==> config.mk <==
export PLATFORM = sky130hd
export DESIGN_NAME = siso_ctrl
export DESIGN_NICKNAME = d
export VERILOG_FILES = /design/src/rtl/siso_pkg.sv /design/src/rtl/siso_ctrl_shreg.sv /design/src/rtl/siso_ctrl.sv
export SDC_FILE = /design/constraint.sdc
export NUM_CORES = 1
export LEC_CHECK = 0
export CAP_MARGIN = 20
export CORE_ASPECT_RATIO = 1.75
export CORE_MARGIN = 5
export CORE_UTILIZATION = 40
export CTS_BUF_LIST = sky130_fd_sc_hd__clkbuf_4 sky130_fd_sc_hd__clkbuf_8
export DETAILED_ROUTE_END_ITERATION = 8
export PLACE_DENSITY = 0.71
export REMOVE_ABC_BUFFERS = 1
export SLEW_MARGIN = 25
export SYNTH_ARGS = -nofsm -noshare
export SYNTH_HDL_FRONTEND = slang
export SYNTH_SLANG_ARGS = --single-unit
export TNS_END_PERCENT = 10
==> constraint.sdc <==
create_clock -name clk -period 1.6 [get_ports clk]
set_input_delay 0.32 -clock clk [delete_from_list [all_inputs] [get_ports clk]]
set_output_delay 0.32 -clock clk [all_outputs]
set_load 0.02 [all_outputs]
==> src/rtl/siso_pkg.sv <==
// Shared types and default sizes for the siso_ctrl sequencing controller.
package siso_pkg;

    typedef enum logic [1:0] {
        IDLE,
        RUN,
        DONE
    } siso_ctrl_state_e;

    localparam int SISO_WIDTH = 8;
    localparam int SISO_DEPTH = 4;

endpackage

==> src/rtl/siso_ctrl_shreg.sv <==
// Loadable left-shift register with serial input and MSB serial output.
module siso_ctrl_shreg
    import siso_pkg::*;
#(
    parameter int WIDTH = SISO_WIDTH
) (
    input  logic             clk,
    input  logic             reset,
    input  logic             i_load,
    input  logic [WIDTH-1:0] i_load_data,
    input  logic             i_shift,
    input  logic             i_sin,
    output logic [WIDTH-1:0] o_q,
    output logic             o_msb
);

    logic [WIDTH-1:0] r_q;
    logic [WIDTH:0]   w_shifted;

    // One extra bit keeps the shift expression legal for WIDTH == 1.
    assign w_shifted = {r_q, i_sin};

    always_ff @(posedge clk) begin
        // NOTE: non-blocking assignments so every flop samples pre-edge values.
        if (reset) begin
            r_q <= '0;
        end else if (i_load) begin
            r_q <= i_load_data;
        end else if (i_shift) begin
            r_q <= w_shifted[WIDTH-1:0];
        end
    end

    assign o_q   = r_q;
    assign o_msb = r_q[WIDTH-1];

endmodule

==> src/rtl/siso_ctrl.sv <==
// Serialises words into an external siso chain and re-captures them after the
// chain latency, flagging any difference from the transmitted word.
module siso_ctrl
    import siso_pkg::*;
#(
    parameter int WIDTH = SISO_WIDTH,
    parameter int DEPTH = SISO_DEPTH
) (
    input  logic             clk,
    input  logic             reset,
    input  logic             tx_valid,
    output logic             tx_ready,
    input  logic [WIDTH-1:0] tx_data,
    input  logic             abort,
    output logic             si_out,
    input  logic             so_in,
    output logic             rx_valid,
    input  logic             rx_ready,
    output logic [WIDTH-1:0] rx_data,
    output logic             rx_err,
    output logic             busy
);

    localparam int CW = $clog2(WIDTH + DEPTH);
    localparam logic [CW-1:0] C_LAST  = CW'(WIDTH + DEPTH - 1);
    localparam logic [CW-1:0] C_WIDTH = CW'(WIDTH);
    localparam logic [CW-1:0] C_DEPTH = CW'(DEPTH);

    siso_ctrl_state_e r_state, w_state_nxt;
    logic [CW-1:0]    r_count, w_count_nxt;
    logic [WIDTH-1:0] r_ref;
    logic             w_accept;
    logic             w_tx_shift;
    logic             w_rx_shift;
    logic             w_tx_msb;
    logic [WIDTH-1:0] w_rx_q;
    logic [WIDTH-1:0] w_unused_tx_q;
    logic             w_unused_rx_msb;

    always_ff @(posedge clk) begin
        if (reset) begin
            r_state <= IDLE;
            r_count <= '0;
            r_ref   <= '0;
        end else begin
            r_state <= w_state_nxt;
            r_count <= w_count_nxt;
            if (w_accept) begin
                r_ref <= tx_data;
            end
        end
    end

    always_comb begin
        // NOTE: defaults first so no path leaves a variable unassigned (no latches).
        w_state_nxt = r_state;
        w_count_nxt = r_count;
        w_accept    = 1'b0;
        case (r_state)
            IDLE: begin
                if (!abort && tx_valid) begin
                    w_accept    = 1'b1;
                    w_state_nxt = RUN;
                    w_count_nxt = '0;
                end
            end
            RUN: begin
                if (abort) begin
                    w_state_nxt = IDLE;
                    w_count_nxt = '0;
                end else if (r_count == C_LAST) begin
                    w_state_nxt = DONE;
                end else begin
                    w_count_nxt = r_count + 1'b1;
                end
            end
            DONE: begin
                if (abort || rx_ready) begin
                    w_state_nxt = IDLE;
                    w_count_nxt = '0;
                end
            end
            default: begin
                w_state_nxt = IDLE;
                w_count_nxt = '0;
            end
        endcase
    end

    // Capture skips the first DEPTH cycles, so stale chain bits never reach rx.
    assign w_tx_shift = (r_state == RUN) && (r_count < C_WIDTH);
    assign w_rx_shift = (r_state == RUN) && (r_count >= C_DEPTH);

    siso_ctrl_shreg #(.WIDTH(WIDTH)) u_tx_sh (
        .clk         (clk),
        .reset       (reset),
        .i_load      (w_accept),
        .i_load_data (tx_data),
        .i_shift     (w_tx_shift),
        .i_sin       (1'b0),
        .o_q         (w_unused_tx_q),
        .o_msb       (w_tx_msb)
    );

    siso_ctrl_shreg #(.WIDTH(WIDTH)) u_rx_sh (
        .clk         (clk),
        .reset       (reset),
        .i_load      (w_accept),
        .i_load_data ('0),
        .i_shift     (w_rx_shift),
        .i_sin       (so_in),
        .o_q         (w_rx_q),
        .o_msb       (w_unused_rx_msb)
    );

    assign tx_ready = (r_state == IDLE);
    assign busy     = (r_state != IDLE);
    assign rx_valid = (r_state == DONE);
    assign rx_data  = w_rx_q;
    assign rx_err   = rx_valid && (w_rx_q != r_ref);
    assign si_out   = w_tx_shift ? w_tx_msb : 1'b0;

endmodule

==> results.sh <==
export IMPL_run_status="finished with violations"
export IMPL_failed_checks="negative setup slack"
export IMPL_finalWeightedCongestion=0.757
export IMPL_insertion_delay_ns=0.28
export IMPL_hold_start="r_ref[6]$_SDFFE_PP0P_"
export IMPL_async_flop_share=0
export IMPL_synth_compound_area_frac=0.154
export IMPL_pwr_share_seq=0.493
export IMPL_via_per_inst=5.14
export IMPL_r2r_slack_ns=0.02
export IMPL_grt_pass1_vias=1320
export IMPL_cts_buffers=5
export IMPL_post_dp_cell_area_mm2=0.00182
export IMPL_startpoint="r_ref[4]$_SDFFE_PP0P_"
export IMPL_cp_slowest_cell="dfxtp_1"
export IMPL_cap_violations=0
export IMPL_initial_core_util=0.408
export IMPL_ys_ff_latch=30
export IMPL_muxShareOfSynthArea=0.0590
export IMPL_r2r_end="r_count[3]$_SDFFE_PP0P_"
export IMPL_worstPathMaxFanout=2
export IMPL_critPathKind="reg -> out"
export IMPL_synth_cell_type_count=34
export IMPL_tns_ns=-0.0322
export IMPL_synth_edff_count=0
export IMPL_drc=0
export IMPL_clock_power_share=0.344
export IMPL_syn_inst=152
export IMPL_syn_to_final_growth_pct=45.9
export IMPL_ant_nets=0
export IMPL_worst_slew_pin_slew_ns=0.287
export IMPL_drtIter0Drc=32
export IMPL_cts_num_sinks=30
export IMPL_synth_ff_type="dfxtp_1"
export IMPL_die_h_um=87.1
export IMPL_wl_um=3580
export IMPL_cts_htree_levels=2
export IMPL_cts_clk_slew_worst_paths_ns=0.06
export IMPL_netlist_area_mm2=0.00136
export IMPL_synth_top_family_by_area="simple AND/OR/NAND/NOR gates"
export IMPL_setup_viol_count_final=1
export IMPL_synthAdderAreaFrac=0.00922
export IMPL_fmax_mhz=613
export IMPL_fp_dieW_um=54.0
export IMPL_cts_max_path_buffers=2
export IMPL_pin_count=27
export IMPL_slew_limit_headroom=0.809
export IMPL_antenna_found_initial=0
export IMPL_fin_crit_ns=1.63
export IMPL_combPwrFrac=0.163
export IMPL_dp_slack_ns=-0.415
export IMPL_antenna_cells=0
export IMPL_power_total_mw=1.63
export IMPL_grt_max_degree=23
export IMPL_num_vias=1284
export IMPL_setup_slack_ns=-0.0322
export IMPL_dieArea_mm2=0.00470
export IMPL_cp_data_arrival_time_ns=1.31
export IMPL_cellLeakagePower_nw=0.825
export IMPL_power_density_mw_per_mm2=821
export IMPL_first_pass_iters=4
export IMPL_hpwl_um=2610
export IMPL_nNetsFinal=220
export IMPL_postLayoutCellArea_mm2=0.00198
export IMPL_hold_path_class="reg -> reg"
export IMPL_rows=28
export IMPL_fin_skew_ns=0.00193
export IMPL_grt_util_all_layers=0.173
export IMPL_crit_chain="xor2_1, nor4_2, a21boi_1, buf_2"
export IMPL_synth_xor_area_frac=0.0516
export IMPL_hold_path_depth=2
export IMPL_p_int_mw=1.21
export IMPL_critPathRequiredTime_ns=1.28
export IMPL_finalHoldViolations=0
export IMPL_coreArea_mm2=0.00333
export IMPL_end_kind="primary output"
export IMPL_switching_power_mw=0.415
export IMPL_swShare=0.256
export IMPL_port_buffers=26
export IMPL_gr_total_overflow=0
export IMPL_hold_path_endpoint="r_ref[6]$_SDFFE_PP0P_"
export IMPL_cts_root_buffer="clkbuf_8"
export IMPL_cpPeakStageDelay_ns=0.32
export IMPL_grt_pass1_wl_um=5870
export IMPL_drive_above_1_share=0.312
export IMPL_ys_warn_count=0
export IMPL_finalMaxSlewViolations=0
export IMPL_rsz0062_at_grt="true"
export IMPL_ir_worst_vdd_v=0.000542
export IMPL_critPathLaunchType="flop"
export IMPL_synthSimpleGateAreaFrac=0.232
export IMPL_finalCritPeriodShare=1.02
export IMPL_syn_avg_cell_area_um2=8.93
export IMPL_ys_seq_area_frac=0.442
export IMPL_wl_per_cell_um=14.3
export IMPL_rr_worst_depth=5
export IMPL_r2r_start="r_state[0]$_SDFFE_PP0P_"
export IMPL_cts_tree="built"
export IMPL_fin_worst_hold_slack_ns=0.474
## cell usage after synthesis, types with 2 or more instances
cell type / count / area, um2
nand3_1: 2 / 10.0
nor3b_1: 2 / 15.0
nor3_1: 2 / 10.0
a21oi_1: 14 / 70.1
nand2b_1: 4 / 25.0
mux2i_1: 8 / 80.1
nor2_1: 17 / 63.8
nor2_2: 3 / 18.8
nand2_1: 25 / 93.8
o21ai_0: 3 / 15.0
dfxtp_1: 30 / 601
or4b_1: 2 / 20.0
a311oi_1: 4 / 35.0
clkbuf_1: 4 / 15.0
a311oi_2: 3 / 45.0
nor2b_1: 2 / 12.5
xor2_1: 8 / 70.1
inv_1: 2 / 7.51
nor4_1: 2 / 12.5
## worst max-delay path by stage
stage | to
after floorplan | u_rx_sh.o_q[0]$_SDFFE_PP0P_
after global routing | rx_err
after global placement | u_rx_sh.o_q[1]$_SDFFE_PP0P_
after CTS | rx_err
after detailed placement | r_count[1]$_SDFFE_PP0P_
final | rx_err
## cells by family (layout without fill, tap and decap cells)
logic type                 Yosys count  in the layout
and+or+nand+nor                     65             65
DFF                                 30             30
AOI/OAI and AO/OA                   29             29
buffers and inverters               11             64
xor gates and xnor gates             8              8
muxes                                8              8
adders and majority gates            1              1
## timing repair
action,4_1_cts,5_1_grt
hold buffers,0,0
endpoints found under the hold margin,0,0
buffers inserted,3,0
pin swaps,5,4
gates resized for setup,35,11
endpoints found under the setup margin,40,14
## worst max-delay path, delay by kind of cell, from the launching register on
kind / cells / cell delay [ns]
AOI/OAI and AO/OA: 1 / 0.09
xor gates and xnor gates: 1 / 0.17
buffers and inverters: 1 / 0.17
DFF: 1 / 0.32
and+or+nand+nor: 1 / 0.28
## routing by layer
layer  routed length (um)  vias to the layer above  share of wire  GRT usage
met1                 1220                      610           0.34      0.158
met5                    0                        -              0          0
met4                  110                        0          0.031     0.0907
li1                     -                      625              -          -
met3                  154                       11          0.043     0.0446
met2                 2090                       38           0.59      0.325
## metrics by stage
stage | util | std cells
6_report | 0.595 | 250
5_1_grt | 0.595 | 250
4_1_cts | 0.584 | 250
3_5_place_dp | 0.547 | 240
3_3_place_gp | 0.547 | 240
2_1_floorplan | - | 143
## power by group through the flow
stage | Sequential (mW) | Combinational [mW] | Clock, mW
finish | 0.802 | 0.265 | 0.559
global route | 0.805 | 0.285 | 0.634
CTS | 0.801 | 0.252 | 0.575
detailed placement | 0.817 | 0.218 | 0
global placement | 0.815 | 0.211 | 0
floorplan | 0.812 | 0.110 | 0
## state kept, by name, indices dropped and copies added, names as in the netlist
signal,count
u_rx_sh.o_q,8
r_state,2
r_ref,8
r_count,4
u_tx_sh.o_q,8
## area by class of cell
| cell class | count | area, um2 |
|---|---|---|
| Inverter | 2 | 7.51 |
| Multi-Input combinational cell | 111 | 742 |
| Clock inverter | 2 | 10.0 |
| Fill cell | 304 | 1350 |
| Sequential cell | 30 | 607 |
| Clock buffer | 5 | 68.8 |
| Tap cell | 45 | 56.3 |
| Timing Repair Buffer | 55 | 489 |
## cell usage in the layout (no fill, tap or decap), drive strengths merged
cell,count
o21ai,5
o21a,1
nand3,2
or4b,2
and2,1
dfxtp,30
inv,2
buf,32
xor2,8
dlygate4sd2,10
nor2,20
nor2b,2
or3b,1
nand2,25
mux2i,8
nor3,2
a21oi,14
clkinv,2
clkdlybuf4s15,2
a21boi,1
clkdlybuf4s50,11
a211oi,1
nor4,2
clkbuf,5
or2,1
nand2b,4
ha,1
nor3b,2
and4bb,1
a311oi,7
Note: power is estimated with default switching activity, not from simulation.
